==> src/rtl/full_adder_pkg.sv <==
// Shared constants and types for the 1-bit full adder block.
package full_adder_pkg;

  // Default width of the operation and carry counters.
  localparam int CNT_W_DEFAULT = 16;

  // Counter type at the default width.
  typedef logic [CNT_W_DEFAULT-1:0] cnt_t;

endpackage : full_adder_pkg

==> src/rtl/half_adder.sv <==
// Half adder: sum and carry of two single-bit operands.
module half_adder (
  input  logic a,
  input  logic b,
  output logic s,
  output logic c
);

  assign s = a ^ b;
  assign c = a & b;

endmodule : half_adder

==> src/rtl/full_adder_1bit.sv <==
// 1-bit full adder with a combinational result, a one-cycle registered copy
// qualified by a valid flag, and free-running wrap-around counters of
// accepted operations and of accepted operations that produced a carry.
module full_adder_1bit
  import full_adder_pkg::*;
#(
  parameter int CNT_W = CNT_W_DEFAULT
) (
  input  logic             clk,
  input  logic             rst,
  input  logic             i_a,
  input  logic             i_b,
  input  logic             i_cin,
  input  logic             i_valid,
  output logic             o_sum,
  output logic             o_carry,
  output logic             o_sum_q,
  output logic             o_carry_q,
  output logic             o_valid,
  output logic [CNT_W-1:0] o_op_cnt,
  output logic [CNT_W-1:0] o_carry_cnt
);

  logic             s1;
  logic             c1;
  logic             c2;
  logic             sum_p0;
  logic             carry_p0;

  logic             sum_p1;
  logic             carry_p1;
  logic             vld_p1;
  logic [CNT_W-1:0] op_cnt_p1;
  logic [CNT_W-1:0] carry_cnt_p1;

  // Stage 0: combinational adder from two chained half adders.
  half_adder u_ha0 (
    .a (i_a),
    .b (i_b),
    .s (s1),
    .c (c1)
  );

  half_adder u_ha1 (
    .a (s1),
    .b (i_cin),
    .s (sum_p0),
    .c (c2)
  );

  assign carry_p0 = c1 | c2;
  assign o_sum    = sum_p0;
  assign o_carry  = carry_p0;

  // Stage 1: capture the result when valid; otherwise hold it. The valid
  // flag enters the data path arithmetically / as a mux select so that an
  // unknown valid shows up on the outputs instead of being treated as 0.
  always_ff @(posedge clk or negedge rst) begin
    if (!rst) begin
      sum_p1   <= 1'b0;
      carry_p1 <= 1'b0;
      vld_p1   <= 1'b0;
    end else begin
      sum_p1   <= i_valid ? sum_p0   : sum_p1;
      carry_p1 <= i_valid ? carry_p0 : carry_p1;
      vld_p1   <= i_valid;
    end
  end

  // Operation and carry counters; both wrap naturally at 2^CNT_W.
  always_ff @(posedge clk or negedge rst) begin
    if (!rst) begin
      op_cnt_p1    <= '0;
      carry_cnt_p1 <= '0;
    end else begin
      op_cnt_p1    <= op_cnt_p1 + {{(CNT_W-1){1'b0}}, i_valid};
      carry_cnt_p1 <= carry_cnt_p1 + {{(CNT_W-1){1'b0}}, i_valid & carry_p0};
    end
  end

  assign o_sum_q     = sum_p1;
  assign o_carry_q   = carry_p1;
  assign o_valid     = vld_p1;
  assign o_op_cnt    = op_cnt_p1;
  assign o_carry_cnt = carry_cnt_p1;

endmodule : full_adder_1bit

==> config.mk <==
export PLATFORM = sky130hd
export DESIGN_NAME = full_adder_1bit
export DESIGN_NICKNAME = d
export VERILOG_FILES = /design/src/rtl/full_adder_pkg.sv /design/src/rtl/half_adder.sv /design/src/rtl/full_adder_1bit.sv
export SDC_FILE = /design/constraint.sdc
export NUM_CORES = 1
export LEC_CHECK = 0
export BUFFER_PORTS_ARGS = -buffer_cell sky130_fd_sc_hd__buf_2
export CAP_MARGIN = 0
export CORE_ASPECT_RATIO = 0.8
export CORE_MARGIN = 8
export CORE_UTILIZATION = 50
export CTS_CLUSTER_DIAMETER = 40
export DETAILED_ROUTE_END_ITERATION = 12
export GPL_ROUTABILITY_DRIVEN = 1
export GPL_TIMING_DRIVEN = 0
export MAX_ROUTING_LAYER = met4
export PLACE_DENSITY = 0.77
export SLEW_MARGIN = 20
export SYNTH_ARGS = -nofsm -noshare
export SYNTH_HDL_FRONTEND = slang
export SYNTH_SLANG_ARGS = --single-unit
==> constraint.sdc <==
create_clock -name clk -period 1.61 [get_ports clk]
set_input_delay 0.322 -clock clk [delete_from_list [all_inputs] [get_ports clk]]
set_output_delay 0.322 -clock clk [all_outputs]
set_load 0.01 [all_outputs]
Word-level counts from Yosys, hierarchy flattened

Cells that the tools add are included.

Input bits: 6
Bits in writable memories: 0
Latch bits: 0
Memory bits (read-only): 0
Logic and storage cells: 13
Memories: 0
Bits in registers: 35

Bitwise operators: 6
Div/mod/pow operators: 0
Muxes and demuxes: 0
Reduce and logical (&&, ||, !) cells: 0
Shift-type cells: 0
Order comparisons: 0
Add/subtract/negate cells: 2
Equality and inequality tests: 0
Multiply operators: 0

Operator list:

| operator        | number |
|---|---|
| $add A16 B1 Y16 | 2 |
| $and A1 B1 Y1   | 3 |
| $xor A1 B1 Y1   | 2 |
| $or A1 B1 Y1    | 1 |

Logic depth before layout (Yosys ltp)

Depth after elaboration: 5
Mapped depth: 8
Gate-level depth less buffers: 8

Cells and area by module

Synthesis repeated with hierarchy kept, for this count alone.

Cell total of the unflattened synthesis: 127
Area total of the unflattened synthesis: 1524.0 um^2

Modules (own cells, without submodules):

| module          | cells an instance | times used | area each (um^2) |
|---|---|---|---|
| full_adder_1bit | 125               | 1          | 1498.9 |
| half_adder      | 1                 | 2          | 12.5 |

Least setup slack after synthesis

No wires, ideal clock.

Path type: input port to flip-flop
Start point: input i_a
End point: register carry_cnt_p1[12] (netlist: o_carry_cnt[12])
Stages on the path: 8
Setup slack: -0.285 ns
Library setup time: 0.079 ns
Required time: 1.531 ns
Arrival time: 1.816 ns
Path through: inv_1 fa_1 nor2b_1 ha_1 ha_1 nand3_1 nor4_1 xor2_1

Word-level cells in the longest chain between the ends: 5
Elaborated cells on any way between the ends: 6
Those cells by class: add/sub (1); bitwise (5)

Ends and longest elaborated chain:

| what                 | RTL line              | RTL |
|---|---|---|
| start, declared      | full_adder_1bit.sv:11 | `input logic i_a,` |
| $xor A1 B1 Y1        | half_adder.sv:9       | `assign s = a ^ b;` |
| $and A1 B1 Y1        | half_adder.sv:10      | `assign c = a & b;` |
| $or A1 B1 Y1 (*)     | full_adder_1bit.sv:51 | `assign carry_p0 = c1 \| c2;` |
| $and A1 B1 Y1 (*)    | full_adder_1bit.sv:77 | `carry_cnt_p1 <= carry_cnt_p1 + {{(CNT_W-1){1'b0}}, i_valid & carry_p0};` |
| $add A16 B1 Y16 (*)  | full_adder_1bit.sv:77 |  |
| end signal, assigned | full_adder_1bit.sv:77 |  |
| end, declared        | full_adder_1bit.sv:34 | `logic [CNT_W-1:0] carry_cnt_p1;` |

Mark *: on every way between the ends. The rest lies on a longest branch, timed or not.
A chain may end at the register's enable or synchronous reset.

Worst setup path after layout

Start point: input i_cin
End point: register carry_cnt_p1[13] (netlist: o_carry_cnt[13])

Word-level cells in the longest chain between the ends: 4

Ends and longest elaborated chain:

| what            | RTL line              | RTL |
|---|---|---|
| start, declared | full_adder_1bit.sv:13 | `input logic i_cin,` |
| $and A1 B1 Y1   | half_adder.sv:10      |  |
| $or A1 B1 Y1    | full_adder_1bit.sv:51 |  |
| $and A1 B1 Y1   | full_adder_1bit.sv:77 |  |
| $add A16 B1 Y16 | full_adder_1bit.sv:77 |  |

Every way passes these cells.

==> impl_metrics.env <==
export IMPL_ys_seq_elements=35
export IMPL_cts_tree="yes"
export IMPL_power_share_switching=0.326
export IMPL_critical_path_arrival_ns=1.78
export IMPL_critical_path_slowest_cell="fa_2"
export IMPL_drt_initial_drc_count=58
export IMPL_ir_drop_mv=0.706
export IMPL_p_leak_nw=1.10
export IMPL_syn_area_per_cell_sq_um=12.0
export IMPL_cp_max_fo=6
export IMPL_max_cap_violations=0
export IMPL_hpwl_microns=2310
export IMPL_grt_overflow=0
export IMPL_synth_top_cell_by_area="dfrtp_1"
export IMPL_chipWidth_microns=77.5
export IMPL_p_clk_frac=0.275
export IMPL_power_report_internal_total_mw=1.69
export IMPL_slew_viol_final=0
export IMPL_wl_per_cell_microns=14.5
export IMPL_final_cell_mix="buf_2, dfrtp_1, xor2_1"
export IMPL_placed_area_sq_um=1850
export IMPL_synth_distinct_cells=15
export IMPL_firstDrtPassIters=4
export IMPL_clockBufferDepth=2
export IMPL_grt_pass1_vias=1179
export IMPL_rsz0062_at_grt="yes"
export IMPL_die_area_sq_um=5050
export IMPL_cp_required_ns=1.83
export IMPL_drt_wl_total_microns=3200
export IMPL_hp_class="input pin to asynchronous set/reset pin"
export IMPL_worstSkewPairLatency_ns=0.29
export IMPL_core_sq_um=3000
export IMPL_drtAntennaViolNets=0
export IMPL_r2r_slack_ns=0.10
export IMPL_seq_area_frac_synth=0.579
export IMPL_p_total_mw=2.51
export IMPL_num_fill_cells=226
export IMPL_pwr_share_comb=0.216
export IMPL_gp_congestion=0.805
export IMPL_cts_root_buf="clkbuf_8"
export IMPL_rr_startpoint="o_op_cnt[0]$_DFF_PN0_"
export IMPL_fp_dieH_microns=65.2
export IMPL_drive_gt1_frac=0.394
export IMPL_fmax_mhz=638
export IMPL_num_vias=1108
export IMPL_synth_nets=137
export IMPL_boundaryPins=43
export IMPL_slowest_delay_ns=0.38
export IMPL_grt_max_degree=36
export IMPL_io_buffer_count=42
export IMPL_antenna_found_initial=0
export IMPL_synthTopCellsByArea="dfrtp_1, xor2_1, xnor2_1, ha_1, nand3_1"
export IMPL_power_switching_uw=818
export IMPL_design_area_sq_um=2030
export IMPL_worstSetupStartpointType="input pin"
export IMPL_fin_crit_sh=0.974
export IMPL_crit_type="input pin to flop"
export IMPL_fin_worst_skew_ns=0.00381
export IMPL_htreeDepth=2
export IMPL_syn_to_final_growth_pct=34.3
export IMPL_cts_sinks=35
export IMPL_worstPathCellList="buf_8 > inv_8 > fa_2 > nor2b_1 > ha_2 > nand4_1 > buf_6 > nor4_2 > xor2_1"
export IMPL_gr_usage_all_layers=0.146
export IMPL_status="finished clean"
export IMPL_power_density_nw_per_um2=1240
export IMPL_final_common_cell="buf_2"
export IMPL_end_kind="flop"
export IMPL_grt_pass1_wl_microns=5560
export IMPL_start_util=0.505
export IMPL_seqPwrFrac=0.508
export IMPL_cts_buffers=5
export IMPL_drc=0
export IMPL_antenna_cells=0
export IMPL_fin_crit_ns=1.57
export IMPL_viasPerCell=5.04
export IMPL_syn_inst=126
export IMPL_netlist_area_sq_um=1510
export IMPL_worstMarginPinSlew_ns=0.747
export IMPL_final_nets=190
export IMPL_slew_limit_headroom=0.502
export IMPL_r2r_cells=4
export IMPL_cts_clk_slew_worst_paths_ns=0.07
export IMPL_synth_top_area_frac=0.579
export IMPL_hold_violations=0
export IMPL_placementRows=18
export IMPL_timing_rr_end="o_op_cnt[13]$_DFF_PN0_"
export IMPL_yosysWarningCount=0
export IMPL_setup_viol=0
[Yosys cell counts]
| cell type | number |
|---|---|
| dfrtp_1 | 35 |
| fa_1 | 1 |
| ha_1 | 4 |
| inv_1 | 10 |
| mux2_2 | 2 |
| nand2_1 | 7 |
| nand3_1 | 10 |
| nand4_1 | 4 |
| nand4_4 | 2 |
| nor2_1 | 8 |
| nor2b_1 | 1 |
| nor3_1 | 6 |
| nor4_1 | 8 |
| xnor2_1 | 7 |
| xor2_1 | 21 |
[worst max path at each step]
stage,start,endpoint,cells past startpoint
floorplan,i_cin,o_carry_cnt[12]$_DFF_PN0_,8
global placement,i_cin,o_carry_cnt[15]$_DFF_PN0_,8
detailed placement,i_cin,o_carry_cnt[15]$_DFF_PN0_,8
CTS,i_cin,o_carry_cnt[15]$_DFF_PN0_,9
global route,i_cin,o_carry_cnt[12]$_DFF_PN0_,9
finish,i_cin,o_carry_cnt[13]$_DFF_PN0_,9
[logic make-up after synthesis]
kind of cell / after synthesis / synth area share
muxes: 2 / 0.0149
adders and majority gates: 5 / 0.0464
xor gates and xnor gates: 28 / 0.162
buffers and inverters: 10 / 0.0248
DFF: 35 / 0.579
and+or+nand+nor: 46 / 0.172
[layout make-up]
type,count,area [sq um],area share
tap,40,50.0,0.0247
inverter,10,45.0,0.0222
multi-input combinational,81,704,0.347
timing repair buffer,46,254,0.125
sequential,35,876,0.432
clock buffer,8,100,0.0493
[flip-flops by register name, indices dropped and copies added, names as in the netlist]
signal and flops:
o_carry_cnt 16, o_valid 1, o_op_cnt 16, o_carry_q 1, o_sum_q 1
[worst max-delay path: cells and delay by family]
family | cells | cell delay, ns
xor+xnor | 1 | 0.17
simple gates | 3 | 0.41
buf+inv | 3 | 0.28
fa+ha+maj | 2 | 0.60
[power by group through the flow]
stage,clock (mW),sequential [mW],combinational [mW]
floorplan,0,1.35,0.199
global placement,0,1.27,0.514
detailed placement,0,1.29,0.542
CTS,0.710,1.28,0.550
global route,0.748,1.31,0.612
finish,0.691,1.28,0.542
[layer usage]
metal | routed length [microns] | up-vias | GRT usage
li1 | - | 530 | -
met2 | 1550 | 26 | 0.228
met3 | 135 | 7 | 0.0463
met4 | 85 | 0 | 0.0986
met1 | 1430 | 545 | 0.159
met5 | 0 | - | -
[metrics by stage]
stage	TNS [ns]	cells	util	setup WS [ns]	hold WS (ns)
final	0	220	0.678	0.0418	0.0954
after detailed placement	-4.69	208	0.619	-0.503	0.430
after global routing	-0.365	220	0.678	-0.0675	0.152
after floorplan	-0.765	126	-	-0.184	0.0264
after global placement	-4.01	208	0.619	-0.448	0.422
after CTS	-0.00161	218	0.658	-0.00122	0.114
[timing repair]
action	4_1_cts	5_1_grt
hold buffers	0	0
setup buffers	2	2
endpoints found under the setup margin	8	12
resized for setup	1	8
pin swaps	4	3
No activity file was read; power rests on OpenSTA's default activity.
